===== src/rtl/alu_pkg.sv =====
// alu_pkg: ALU unit encodings, mul_seq state enum and iteration bound shared by alu and mul_seq.
package alu_pkg;
  typedef enum logic [2:0] {
    U_ADD      = 3'b000,
    U_AND      = 3'b001,
    U_SHIFT    = 3'b010,
    U_PASS_SRC = 3'b011,
    U_OR       = 3'b100,
    U_XOR      = 3'b101,
    U_PASS_ACC = 3'b111
  } alu_unit_e;
  typedef enum logic [2:0] {
    ST_IDLE,
    ST_ADD,
    ST_SHL,
    ST_SHR,
    ST_DONE
  } mul_state_e;
  localparam logic [2:0] ITER_LAST = 3'd7;
endpackage


===== src/rtl/alu.sv =====
// alu: 8-bit combinational ALU; op_sel picks subtract for ADD and right shift for SHIFT.
module alu
  import alu_pkg::*;
(
  input  logic [7:0] acc_i,
  input  logic [7:0] src_i,
  input  logic [2:0] unit_sel_i,
  input  logic       op_sel_i,
  output logic [7:0] result_o
);
  always_comb begin
    result_o = '0;
    case (unit_sel_i)
      U_ADD:      result_o = op_sel_i ? acc_i - src_i : acc_i + src_i;
      U_AND:      result_o = acc_i & src_i;
      U_SHIFT:    result_o = op_sel_i ? acc_i >> src_i[2:0] : acc_i << src_i[2:0];
      U_PASS_SRC: result_o = src_i;
      U_OR:       result_o = acc_i | src_i;
      U_XOR:      result_o = acc_i ^ src_i;
      U_PASS_ACC: result_o = acc_i;
      default:    result_o = '0;
    endcase
  end
endmodule


===== src/rtl/mul_seq.sv =====
// mul_seq: shift-add 8x8 multiplier (low 8 bits) sharing one ALU, one operation per cycle.
// Define MUL_EARLY_EXIT_EN to finish as soon as the remaining multiplier bits are zero.
module mul_seq
  import alu_pkg::*;
(
  input  logic       clk_in,
  input  logic       rst_in,
  input  logic       start_in,
  input  logic [7:0] a_in,
  input  logic [7:0] b_in,
  output logic       busy_out,
  output logic       done_out,
  output logic [7:0] result_out
);
`ifdef MUL_EARLY_EXIT_EN
  localparam logic EARLY = 1'b1;
`else
  localparam logic EARLY = 1'b0;
`endif
  mul_state_e state_q, state_d;
  logic [7:0] mcand_q, mcand_d, mplr_q, mplr_d, prod_q, prod_d, result_q, result_d;
  logic [2:0] iter_q, iter_d;
  logic [7:0] alu_acc, alu_src, alu_res;
  logic [2:0] alu_unit;
  logic       alu_op;

  alu alu_0 (
    .acc_i      (alu_acc),
    .src_i      (alu_src),
    .unit_sel_i (alu_unit),
    .op_sel_i   (alu_op),
    .result_o   (alu_res)
  );

  always_comb begin
    state_d  = state_q;
    mcand_d  = mcand_q;
    mplr_d   = mplr_q;
    prod_d   = prod_q;
    iter_d   = iter_q;
    alu_acc  = prod_q;
    alu_src  = mcand_q;
    alu_unit = U_PASS_ACC;
    alu_op   = 1'b0;
    case (state_q)
      ST_IDLE: if (start_in) begin
        mcand_d = a_in;
        mplr_d  = b_in;
        prod_d  = '0;
        iter_d  = '0;
        state_d = (EARLY && b_in == 8'd0) ? ST_DONE : ST_ADD;
      end
      ST_ADD: begin
        alu_unit = mplr_q[0] ? U_ADD : U_PASS_ACC;
        prod_d   = alu_res;
        state_d  = ST_SHL;
      end
      ST_SHL: begin
        alu_acc  = mcand_q;
        alu_src  = 8'd1;
        alu_unit = U_SHIFT;
        mcand_d  = alu_res;
        state_d  = ST_SHR;
      end
      ST_SHR: begin
        alu_acc  = mplr_q;
        alu_src  = 8'd1;
        alu_unit = U_SHIFT;
        alu_op   = 1'b1;
        mplr_d   = alu_res;
        iter_d   = iter_q + 3'd1;
        state_d  = (iter_q == ITER_LAST || (EARLY && alu_res == 8'd0)) ? ST_DONE : ST_ADD;
      end
      ST_DONE: state_d = ST_IDLE;
      default: state_d = ST_IDLE;
    endcase
  end

  // The product is final whenever DONE is about to be entered.
  assign result_d = (state_d == ST_DONE && state_q != ST_DONE) ? prod_d : result_q;

  always_ff @(posedge clk_in) begin
    if (rst_in) begin
      state_q  <= ST_IDLE;
      mcand_q  <= '0;
      mplr_q   <= '0;
      prod_q   <= '0;
      iter_q   <= '0;
      result_q <= '0;
    end else begin
      state_q  <= state_d;
      mcand_q  <= mcand_d;
      mplr_q   <= mplr_d;
      prod_q   <= prod_d;
      iter_q   <= iter_d;
      result_q <= result_d;
    end
  end

  assign busy_out   = state_q != ST_IDLE;
  assign done_out   = state_q == ST_DONE;
  assign result_out = result_q;
endmodule


===== config.mk =====
export PLATFORM = sky130hd
export DESIGN_NAME = mul_seq
export DESIGN_NICKNAME = d
export VERILOG_FILES = /design/src/rtl/alu_pkg.sv /design/src/rtl/alu.sv /design/src/rtl/mul_seq.sv
export SDC_FILE = /design/constraint.sdc
export NUM_CORES = 1
export LEC_CHECK = 0
export ABC_CLOCK_PERIOD_IN_PS = 3400
export CORE_MARGIN = 3
export CORE_UTILIZATION = 54
export DETAILED_ROUTE_END_ITERATION = 16
export HOLD_SLACK_MARGIN = 0.03
export PLACE_DENSITY = 0.87
export SYNTH_ARGS = -nofsm -noshare
export SYNTH_HDL_FRONTEND = slang
export SYNTH_SLANG_ARGS = --single-unit

===== constraint.sdc =====
create_clock -name clk_in -period 3.4 [get_ports clk_in]
set_input_delay 1.02 -clock clk_in [delete_from_list [all_inputs] [get_ports clk_in]]
set_output_delay 1.02 -clock clk_in [all_outputs]
set_load 0.02 [all_outputs]

=== Word level (Yosys, flattened, before mapping) ===
Cells that the tools add are included.
Widths: inputs -> output; s select.

* Input bits: 19
* Register bits: 38
* Word-level logic and storage cells: 56

* Reductions and logical operators: 9
* $add $sub $neg: 3
* Eq/ne operators: 14
* Bitwise operators: 3
* Mux-type cells: 19
* Shift-type cells: 2

{| class="wikitable"
|+ Operators with widths
! cell !! number
|-
| $pmux 8 s2 || 4
|-
| $pmux 8 s7 || 1
|-
| $mux 8 || 6
|-
| $eq 3x3->1 const B || 6
|-
| $eq 3x2->1 const B || 4
|-
| $mux 3 || 4
|-
| $pmux 3 s2 || 2
|-
| $pmux 3 s4 || 1
|-
| $add 8x8->8 || 1
|-
| $and 8x8->8 || 1
|-
| $or 8x8->8 || 1
|-
| $shl 8x3->8 || 1
|-
| $shr 8x3->8 || 1
|-
| $sub 8x8->8 || 1
|-
| $xor 8x8->8 || 1
|-
| $eq 3x1->1 const B || 2
|-
| $logic_not 3->1 || 2
|-
| $reduce_and 2->1 || 2
|-
| $reduce_bool 2->1 || 2
|-
| $add 3x1->3 const B || 1
|-
| $ne 3x3->1 const B || 1
|-
| $reduce_bool 3->1 || 1
|-
| $ne 2x2->1 const B || 1
|-
| $reduce_or 2->1 || 1
|-
| 2 further kinds || 2
|}

=== Longest topological paths before layout ===
* Word-level depth: 7
* Gate-level depth with buffers: 14

=== Modules after synthesis ===
Synthesis repeated with hierarchy kept, for this count alone.

* Cell total of the unflattened synthesis: 434
* Area, all modules: 3583.4 um^2

{| class="wikitable"
|+ By module, submodules not included
! module !! area an instance (um^2) !! sequential area each (um^2) !! cells each !! instances
|-
| mul_seq || 1955.6 || 760.7 || 213 || 1
|-
| alu || 1627.8 || 0.0 || 221 || 1
|}

=== Least setup slack after synthesis ===
OpenSTA, ideal clock, no wires.

* Path type: flip-flop to flip-flop
* From: register state_q[2]
* To: register prod_q[7]
* Path buffers: 3
* Path slack: 739 ps
* Clock period less this slack: 2661 ps
* Arrival: 2576 ps
* Required time: 3316 ps
* Library setup time: 84 ps
* Stages on the path, launching flop included: 13
* Path through: dfxtp_1 -> clkbuf_1 -> nand2b_1 -> clkbuf_1 -> clkbuf_1 -> o21ai_0 -> nand2_1 -> ha_1 -> a21oi_1 -> nand4_1 -> a221oi_1 -> xnor2_1 -> o31ai_2

* Longest elaborated chain between the ends: 7

{| class="wikitable"
|+ RTL lines
! element !! line !! RTL
|-
| start, declared || mul_seq.sv:20 || <nowiki>mul_state_e state_q, state_d;</nowiki>
|-
| start signal, assigned || mul_seq.sv:91 || <nowiki>state_q <= state_d;</nowiki>
|-
| $eq 3x2->1 || mul_seq.sv:45 || <nowiki>case (state_q)</nowiki>
|-
| $reduce_or 2->1 (no source line) || - ||
|-
| $mux 8 || mul_seq.sv:45 ||
|-
| $add 8x8->8 (tied with other cells) || alu.sv:14 || <nowiki>U_ADD: result_o = op_sel_i ? acc_i - src_i : acc_i + src_i;</nowiki>
|-
| $mux 8, on equally long branches || alu.sv:14, alu.sv:16 ||
|-
| $pmux 8 s7 || alu.sv:13 || <nowiki>case (unit_sel_i)</nowiki>
|-
| $pmux 8 s2 * || mul_seq.sv:45 ||
|-
| end signal, assigned || mul_seq.sv:94 || <nowiki>prod_q <= prod_d;</nowiki>
|-
| end, declared || mul_seq.sv:21 || <nowiki>logic [7:0] mcand_q, mcand_d, mplr_q, mplr_d, prod_q, prod_d, result_q, result_d;</nowiki>
|}

Mark *: on every way between the ends. The rest lies on a longest branch, timed or not.
A chain may end at the register's enable or synchronous reset.

=== Worst setup path in the final report ===
* From: register state_q[2]
* To: register prod_q[6]

The elaborated chain is that of the path after synthesis.

==> key figures <==
Status
  • Status: complete, no violations

Route
  • Final WL: 4880 um
  • DRT antenna net count: 0
  • Starting DRT DRC Count: 192
  • DR pass1 iterations: 5
  • DRC violations left: 0
  • Number of vias per cell: 5.79
  • Vias: 1976
  • Drt wl/cell: 14.3 um

CTS
  • Setup repair bufs after CTS: 0
  • Clock Path Buffers: 2
  • Clk root buf: clkbuf_8
  • Clock slew seen by the registers of the worst setup and hold paths: 0.08 ns
  • CTS Hold Buffers Added: 0
  • CTS Buf Count: 5
  • H-tree depth: 2
  • CTS tree: done
  • Clk Latency, worst-skew pair: 0.30 ns
  • Post-CTS Resized: 0
  • Clock sink count: 38

Yosys
  • Mapped Area: 0.00214 mm^2
  • Seq cells post-synth: 38
  • Post-Syn Instances: 269
  • Synth Area per Inst: 7.94 um^2
  • Syn nets: 299
  • Ys Warns: 0
  • Sequential fraction of the synthesis area: 0.356
  • Post-synth cell types: 39

Worst setup path
  • WP depth: 11
  • CP max stage cell: nand2b_1
  • Reg-to-reg endpoint: prod_q[6]$_SDFF_PP0_
  • CP top delay family: compound AO/OA/AOI/OAI gates
  • Worst Path Required: 3.58 ns
  • Worst path cell trace: nand2b_1, o21ai_0, inv_1, ha_1, inv_1, fa_1, a21oi_1, o21ai_0, a21oi_1, mux2i_1, nand2_1
  • R2R cell count: 11
  • Crit Path Max Fanout: 22
  • Reg2Reg Setup Slack: 0.45 ns
  • Worst path max stage delay: 0.57 ns
  • CP arrival: 3.13 ns
  • R2R Path Start: state_q[2]$_SDFF_PP0_
  • Crit path kind: reg -> reg
  • Crit start category: flip-flop
  • Buffer and inverter count on the worst path: 2
  • Critical Path End Type: flip-flop

Power
  • Lkg Pwr: 0.964 nW
  • Net load switching power: 0.395 mW
  • Clock power share: 0.306
  • Peak supply drop: 0.315 mV
  • Reg power frac: 0.403
  • Logic pwr share: 0.291
  • Pint: 0.847 mW
  • Overall power: 1.24 mW
  • Switching Share: 0.318
  • Power per cell area: 485 mW/mm^2

Cells and area
  • Layout cells sized above 1: 0.0648
  • Synth-to-layout area growth: 19.7%
  • Final core occ: 0.683
  • Nets: 322
  • Commonest cells after routing, fill and taps aside: nand2_1, dfxtp_1, a21oi_1, clkdlybuf4s50_1, a22oi_1
  • Inserted Diodes: 0

STA
  • Hold_ws: 0.452 ns
  • Setup TNS: 0 ns
  • FMAX: 339 MHz
  • Final period utilization: 0.867
  • Unrepaired setup endpoints after global routing: false
  • Fin crit period: 2.95 ns
  • Fin. max-slew vios: 0
  • Final setup fails: 0
  • Post-Route Skew: 0.00734 ns
  • Setup ws final: 0.452 ns
  • Final Hold Vio Count: 0
  • Slew headroom: 0.558
  • Worst-Margin Slew: 0.660 ns

Worst hold path
  • Worst hold stages: 2
  • WHS Endpoint: result_out[0]$_SDFFE_PP0P_
  • Hold Startpoint: result_out[0]$_SDFFE_PP0P_
  • Hold Crit Class: reg -> reg

Die
  • Initial Utilization: 0.571
  • Row cnt: 22
  • Chip Width: 68.9 um
  • CORE AREA: 0.00374 mm^2
  • Die Height: 68.9 um
  • Io pins: 29
  • Die ar.: 0.00475 mm^2

Placement
  • HPWL Detailed: 3670 um
  • DP Worst Slack: 0.505 ns
  • GPL Wtd Cong: 0.919
  • Port bufs: 28

Global routing
  • First-pass GRT wire length: 8100 um
  • Tot GR Track Use: 0.228
  • Initial antenna violation count: 0
  • Largest net degree at the start of global routing: 36
  • GR Overflow Total: 0
  • Vias in the first global route: 1749

Job
  • Max cap viols: 0
## state kept, by name, summed over array words and instances (netlist names)
register    flops
iter_q          3
mcand_q         8
mplr_q          8
prod_q          8
result_out      8
state_q         3
## synthesized netlist by cell type (all sizes together)
library cell	instances	area (um^2)
inv	9	33.8
nor4b	1	8.76
and3	1	6.26
a21oi	33	165
ha	10	125
nand3b	1	7.51
buf	3	18.8
a211oi	3	22.5
o31a	1	8.76
o31ai	2	20.0
a211o	1	8.76
and2	2	12.5
a21o	1	7.51
nand2b	2	12.5
fa	1	20.0
nor2b	3	18.8
o21ai	18	90.1
clkbuf	16	61.3
nor3b	4	30.0
mux2i	8	80.1
nand2	38	143
a31oi	2	12.5
xor2	4	35.0
a22oi	21	158
dfxtp	38	761
o21a	2	15.0
xnor2	7	68.8
a311oi	1	8.76
or4	2	22.5
nand3	6	30.0
nand4	1	6.26
a221oi	1	8.76
nor4bb	1	10.0
nor3	5	25.0
nor2	20	75.1
## worst max path at each step
| stage | startpoint | to | slack [ns] |
|---|---|---|---|
| 4_1_cts | state_q[2]$_SDFF_PP0_ | prod_q[6]$_SDFF_PP0_ | 0.47 |
| 2_1_floorplan | state_q[2]$_SDFF_PP0_ | prod_q[7]$_SDFF_PP0_ | 0.74 |
| 3_3_place_gp | mcand_q[0]$_SDFFE_PP0P_ | prod_q[7]$_SDFF_PP0_ | 0.66 |
| 6_report | state_q[2]$_SDFF_PP0_ | prod_q[6]$_SDFF_PP0_ | 0.45 |
| 3_5_place_dp | state_q[2]$_SDFF_PP0_ | prod_q[6]$_SDFF_PP0_ | 0.51 |
| 5_1_grt | state_q[2]$_SDFF_PP0_ | prod_q[6]$_SDFF_PP0_ | 0.20 |
## power groups by stage
stage | Combinational, mW | Sequential [mW] | Clock (mW)
after floorplan | 0.286 | 0.490 | 0
after global placement | 0.345 | 0.509 | 0
after detailed placement | 0.355 | 0.510 | 0
after CTS | 0.359 | 0.500 | 0.379
after global routing | 0.402 | 0.505 | 0.400
final | 0.361 | 0.500 | 0.380
## layer usage
metal / up-vias / wire (um) / share of wire / track usage
met5: - / 0 / 0 / 0
met4: 0 / 123 / 0.025 / 0.107
met3: 15 / 324 / 0.066 / 0.0421
met2: 68 / 2300 / 0.47 / 0.363
met1: 898 / 2130 / 0.44 / 0.298
li1: 995 / - / - / -
## worst register-to-register path, delay by kind of cell (launching register included)
kind                     cells  cell delay, ns
adder cells (fa/ha/maj)      2            0.55
AND/OR/NAND/NOR              2            0.65
multiplexers                 1            0.23
AO/OA/AOI/OAI                4            0.76
flip-flops                   1            0.49
buffers and inverters        2            0.15
## per-stage QoR
step           instance area, um^2  cells
6_report                      2560    341
5_1_grt                       2560    341
4_1_cts                       2560    341
3_5_place_dp                  2450    333
3_3_place_gp                  2450    333
2_1_floorplan                 2140    269
## kinds of logic (layout without fill, tap and decap cells)
group	after synthesis	in the layout	synth area share
AO/OA/AOI/OAI	86	86	0.246
XOR/XNOR	11	11	0.0486
adder cells (fa/ha/maj)	11	11	0.0679
buffers and inverters	28	52	0.0533
flip-flops	38	38	0.356
multiplexers	8	8	0.0375
AND/OR/NAND/NOR	87	87	0.191
## area by class of cell
class	instances	area, um^2
Fill cell	327	1180
Sequential cell	38	761
Tap cell	48	60.1
Multi-Input combinational cell	203	1260
Timing Repair Buffer	35	333
Clock inverter	3	40.0
Clock buffer	5	68.8
Inverter	9	33.8
(Power assumes the default switching activity.)
